### src/rtl/debounce_fsm.sv
// Switch debouncer: two-flop synchroniser feeding a 4-state Moore FSM that
// only accepts a new level after it has been stable for STABLE_CYCLES clocks.
module debounce_fsm #(
  parameter int unsigned STABLE_CYCLES = 4,
  parameter int unsigned CNT_W         = 8
) (
  input  logic clk,
  input  logic rst,
  input  logic sw,
  output logic db_level,
  output logic busy
);

  typedef enum logic [1:0] {
    ZERO  = 2'b00,
    WAIT1 = 2'b01,
    ONE   = 2'b10,
    WAIT0 = 2'b11
  } state_e;

  localparam logic [CNT_W-1:0] CNT_LAST = CNT_W'(STABLE_CYCLES - 1);

  logic             s1_q, s1_d;
  logic             s2_q, s2_d;
  state_e           state_q, state_d;
  logic [CNT_W-1:0] cnt_q, cnt_d;
  logic             db_level_q, db_level_d;
  logic             busy_q, busy_d;

  // State register; outputs are flopped from the next-state decode so they
  // track the state register exactly while staying glitch-free.
  always_ff @(posedge clk or negedge rst) begin
    if (!rst) begin
      s1_q       <= 1'b0;
      s2_q       <= 1'b0;
      state_q    <= ZERO;
      cnt_q      <= '0;
      db_level_q <= 1'b0;
      busy_q     <= 1'b0;
    end else begin
      s1_q       <= s1_d;
      s2_q       <= s2_d;
      state_q    <= state_d;
      cnt_q      <= cnt_d;
      db_level_q <= db_level_d;
      busy_q     <= busy_d;
    end
  end

  // Next-state and counter logic; any abort restarts qualification at zero.
  always_comb begin
    s1_d    = sw;
    s2_d    = s1_q;
    state_d = state_q;
    cnt_d   = cnt_q;
    unique case (state_q)
      ZERO: begin
        if (s2_q) begin
          state_d = WAIT1;
          cnt_d   = '0;
        end
      end
      WAIT1: begin
        if (!s2_q) begin
          state_d = ZERO;
          cnt_d   = '0;
        end else if (cnt_q == CNT_LAST) begin
          state_d = ONE;
          cnt_d   = '0;
        end else begin
          cnt_d = cnt_q + CNT_W'(1);
        end
      end
      ONE: begin
        if (!s2_q) begin
          state_d = WAIT0;
          cnt_d   = '0;
        end
      end
      WAIT0: begin
        if (s2_q) begin
          state_d = ONE;
          cnt_d   = '0;
        end else if (cnt_q == CNT_LAST) begin
          state_d = ZERO;
          cnt_d   = '0;
        end else begin
          cnt_d = cnt_q + CNT_W'(1);
        end
      end
      default: begin
        state_d = ZERO;
        cnt_d   = '0;
      end
    endcase
    db_level_d = (state_d == ONE) || (state_d == WAIT0);
    busy_d     = (state_d == WAIT1) || (state_d == WAIT0);
  end

  assign db_level = db_level_q;
  assign busy     = busy_q;

endmodule

### config.mk
export PLATFORM = sky130hd
export DESIGN_NAME = debounce_fsm
export DESIGN_NICKNAME = d
export VERILOG_FILES = /design/src/rtl/debounce_fsm.sv
export SDC_FILE = /design/constraint.sdc
export NUM_CORES = 1
export LEC_CHECK = 0
export CAP_MARGIN = 30
export CORE_AREA = 2 2 39 41
export CTS_CLUSTER_SIZE = 10
export DETAILED_ROUTE_END_ITERATION = 7
export DIE_AREA = 0 0 41 43
export DONT_BUFFER_PORTS = 1
export PLACE_DENSITY = 0.75
export SLEW_MARGIN = 20
export SYNTH_ARGS = -nofsm -noshare
export SYNTH_HDL_FRONTEND = slang
export SYNTH_SLANG_ARGS = --single-unit
### constraint.sdc
create_clock -name clk -period 2.29 [get_ports clk]
set_clock_uncertainty 0.2 [all_clocks]
set_input_delay 0.458 -clock clk [delete_from_list [all_inputs] [get_ports clk]]
set_output_delay 0.458 -clock clk [all_outputs]
set_load 0.01 [all_outputs]
=== Yosys cells after proc, flatten, opt, wreduce, memory -nomap -nowiden ===
Index checks and enable logic that the tools add are counted.

* Input port bits: 3
* Logic and storage cells: 33
* Flip-flop bits (word level): 14
* Output and inout port bits: 2

* Muxes and demuxes: 13
* Eq/ne operators: 9
* Add/subtract/negate cells: 1
* Reductions and logical operators: 4

{| class="wikitable"
|+ Operator list
! kind !! count
|-
| 8-bit two-way mux || 5
|-
| 8-bit case mux with 4 select lines || 1
|-
| 2-bit two-way mux || 6
|-
| 8-bit by 1-bit adder with 8-bit output (second input constant) || 1
|-
| 2-bit == test (second input constant) || 4
|-
| 8-bit by 2-bit == test with 1-bit output (second input constant) || 1
|-
| 2-bit case mux with 4 select lines || 1
|-
| 2-bit by 1-bit == test with 1-bit output (second input constant) || 2
|-
| 2-bit inequality test (second input constant) || 2
|-
| 2-bit logical NOT || 1
|-
| 1-bit logical OR || 2
|-
| 2-bit AND reduction || 1
|}

=== Logic depth before layout (Yosys ltp) ===
* Depth in word-level cells: 6
* Gate-level depth with buffers: 6
* Depth with buffers taken out: 5

=== Least setup slack after synthesis ===
Ideal clock, no wire load.

* Path kind: reg-to-reg
* Start: reg cnt_q[0]
* End: reg cnt_q[3]
* Cell stages (with the launch flop): 7
* Data arrival time: 1377 ps
* Data required time: 1969 ps
* Clock period less this slack: 1698 ps
* Path slack: 592 ps
* Setup time: 121 ps
* Path buffers: 1
* Cells stage by stage: dfrtp_1 -> ha_1 -> nor4b_4 -> a211oi_2 -> buf_6 -> a21o_1 -> a22o_1

* Longest elaborated chain between the ends: 4
* Elaborated cells between the ends (all ways): 6
* Those cells by class: 1 x add/sub; 1 x eq/ne; 4 x mux

{| class="wikitable"
|+ RTL lines
! element !! line !! source
|-
| start, declared || 26 || <nowiki>logic [CNT_W-1:0] cnt_q, cnt_d;</nowiki>
|-
| start signal, assigned || 44 || <nowiki>cnt_q <= cnt_d;</nowiki>
|-
| 8-bit by 1-bit adder with 8-bit output / 8-bit by 2-bit == test with 1-bit output (equally long branches) || n/a ||
|-
| 8-bit two-way mux * || 67, 84 ||
|-
| 8-bit two-way mux (on tied branches) || 81, 64 ||
|-
| 8-bit case mux with 4 select lines * || 56 || <nowiki>unique case (state_q)</nowiki>
|}

Every way passes the cells marked *; elsewhere a longest branch is shown, timed or not.
A chain may end at the register's enable or synchronous reset.

=== Worst setup path after layout ===
* Start: reg cnt_q[1]
* End: reg cnt_q[3]

Same word-level chain as after synthesis.

==> flow_summary.yaml <==
routing:
  vias_per_cell: 6.05
  initialDrtViolationCount: 20
  drt-pass1-iter-count: 5
  ant_nets: 0
  drc: 0
  routed_wl_um: 1100
  wl_per_cell_um: 13.7
  num_vias: 484
die:
  rows: 14
  die_w_um: 41
  dieArea_um2: 1760
  ios: 5
  die_height_um: 43
  coreArea_um2: 1380
  initial_core_util_pct: 46.3
final_layout:
  final_common_cell: "dfrtp_1"
  final_cell_mix: "dfrtp_1, nand2_1, a21oi_1"
  drive_gt1_share_pct: 17.2
  area_growth_syn_to_layout_pct: 9.77
  fin_cells: 80
  nets: 69
  fill_cells: 125
  fin_util_pct: 50.8
  diodes: 0
  final_area_um2: 703
setup_path:
  rr_endpoint: "cnt_q[3]"
  startpoint_type: "flip-flop"
  slowest_delay_ns: 0.41
  criticalPathCategory: "flip-flop to flip-flop"
  worst-r2r-setup-slack_ns: 0.43
  cpMaxStageDelayCell: "dfrtp_1"
  critPathArrivalTime_ns: 1.83
  r2r-start: "cnt_q[1]"
  cp-end-kind: "flip-flop"
  worstPathRequired_ns: 2.26
  worstPathCellList: "ha_1, nor4b_4, a211oi_2, buf_4, a21o_1, a22o_1"
  r2r_cells: 6
  critPathMaxFanout: 11
global_routing:
  grt_max_degree: 14
  grt_pass1_vias: 425
  antenna_found_initial: 0
  grt_overflow: 0
  grt_pass1_wl_um: 1880
  track_usage_pct: 16.4
power_and_ir_drop:
  ir_drop_mv: 0.590
  p_leak_uw: 0.000299
  powerDensity_nw_per_um2: 988
min_path:
  hp-start: "s1_q"
  hold_path.class: "flip-flop to flip-flop"
  hold_end: "s2_q"
  hold-path-cell-count: 0
clocking:
  cts_root_buf: "clkbuf_4"
  cts.sinks: 13
  clock_latency_ns: 0.27
  clockBufferDepth: 2
  cts_made_buffers: 3
  cts_resized: 0
  htree_levels: 1
  cts_tree: "done"
  cts.clk_slew.worst_paths_ns: 0.08
  post_cts_buffers: 0
  postCtsHoldBufs: 1
timing:
  rsz0062_at_grt: "no"
  tightestPinTransition_ns: 0.563
  drv_slew: 0
  slew_headroom_pct: 62.4
  fmaxAchievable_mhz: 537
  finalSetupTns_ns: 0
  setup_viol: 0
  whs_ns: 0.158
  finalHoldViolations: 0
  final.period_utilization_pct: 81.3
  fin_crit_ns: 1.86
logic_synthesis:
  synth_area_per_cell_um2: 11.0
  ys_seq_area_share_pct: 50.8
  syn_area_um2: 641
  yosys_warnings: 0
  syn-num-nets: 62
  ys_types: 28
  synth-seq-cells: 13
  syn-instance-count: 58
placement:
  hpwl_um: 758
  placed_cell_area_um2: 657
  place_inst: 74
  portBuffers: 0
  globalplace.congestion: 0.863
run_status:
  status: "complete, no violations"
flow_run:
  drv_cap: 0
routing by layer:
| metal | share of wire (%) | wire [µm] | global-route usage [%] |
|---|---|---|---|
| met3 | 5.5 | 60 | 4.71 |
| met5 | 0 | 0 | 0 |
| met1 | 45 | 490 | 23.5 |
| met2 | 47 | 512 | 21.3 |
| met4 | 2.9 | 32 | 10.0 |
cells by family after synthesis:
group	after synthesis	share of synthesized area, %
buffers and inverters	4	3.52
flip-flops	13	50.8
XOR/XNOR	2	3.91
AND/OR/NAND/NOR	19	17.8
adder cells (fa/ha/maj)	1	1.95
AO/OA/AOI/OAI	17	18.0
multiplexers	2	4.10
cell usage after synthesis (all sizes together):
| library cell | number | share of area, % |
|---|---|---|
| nand3 | 3 | 2.3 |
| a21o | 1 | 1.2 |
| mux2 | 2 | 4.1 |
| o21a | 1 | 1.2 |
| and4 | 1 | 1.6 |
| a22o | 2 | 2.9 |
| ha | 1 | 2.0 |
| nand2 | 6 | 3.5 |
| buf | 1 | 1.8 |
| nand2b | 1 | 0.98 |
| a211oi | 1 | 2.0 |
| nor4b | 1 | 3.7 |
| o41ai | 1 | 1.4 |
| a31oi | 3 | 2.9 |
| nor3 | 2 | 1.6 |
| dfrtp | 13 | 51 |
| and2 | 2 | 2.0 |
| xnor2 | 2 | 3.9 |
| inv | 3 | 1.8 |
| o21ai | 3 | 2.3 |
| a21oi | 4 | 3.1 |
| o22ai | 1 | 0.98 |
| nand4 | 1 | 0.98 |
| nor2 | 2 | 1.2 |
sequential cells by signal, summed over array words and instances, names as in the netlist:
signal	cells
db_level	1
state_q	1
cnt_q	8
s1_q	1
busy	1
s2_q	1
layout make-up:
| class | instances | area [µm²] | share of cell area, % |
|---|---|---|---|
| flip-flops and latches | 13 | 325 | 46.3 |
| multi-input cells | 41 | 293 | 41.6 |
| repair buffers | 3 | 27.5 | 3.91 |
| clock buffers | 4 | 26.3 | 3.74 |
| well taps | 16 | 20.0 | 2.85 |
| inverters | 3 | 11.3 | 1.60 |
metrics by stage:
stage / power, µW / setup slack [ns]
5_1_grt: 742 / 0.323
2_1_floorplan: 511 / 0.592
3_5_place_dp: 546 / 0.468
4_1_cts: 692 / 0.438
3_3_place_gp: 540 / 0.506
6_report: 695 / 0.428
power by group:
part | switching, µW | total [µW] | internal (µW)
registers | 62.2 | 337 | 275
logic | 116 | 217 | 101
clock network | 72.6 | 140 | 67.5
total | 251 | 695 | 444
worst max-delay path, delay by kind of cell (launching register included):
family	cells	cell delay [ns]
DFF	1	0.41
adders and majority gates	1	0.27
AOI/OAI and AO/OA	3	0.43
buffers and inverters	1	0.19
and+or+nand+nor	1	0.26
worst max-delay path by stage:
stage / start / to / cells after the start
finish: cnt_q[1] / cnt_q[3] / 6
global route: cnt_q[1] / cnt_q[3] / 6
CTS: cnt_q[0] / cnt_q[3] / 6
detailed placement: cnt_q[0] / cnt_q[3] / 6
global placement: cnt_q[0] / cnt_q[3] / 6
floorplan: cnt_q[0] / cnt_q[3] / 6
Note: power is estimated with default switching activity, not from simulation.
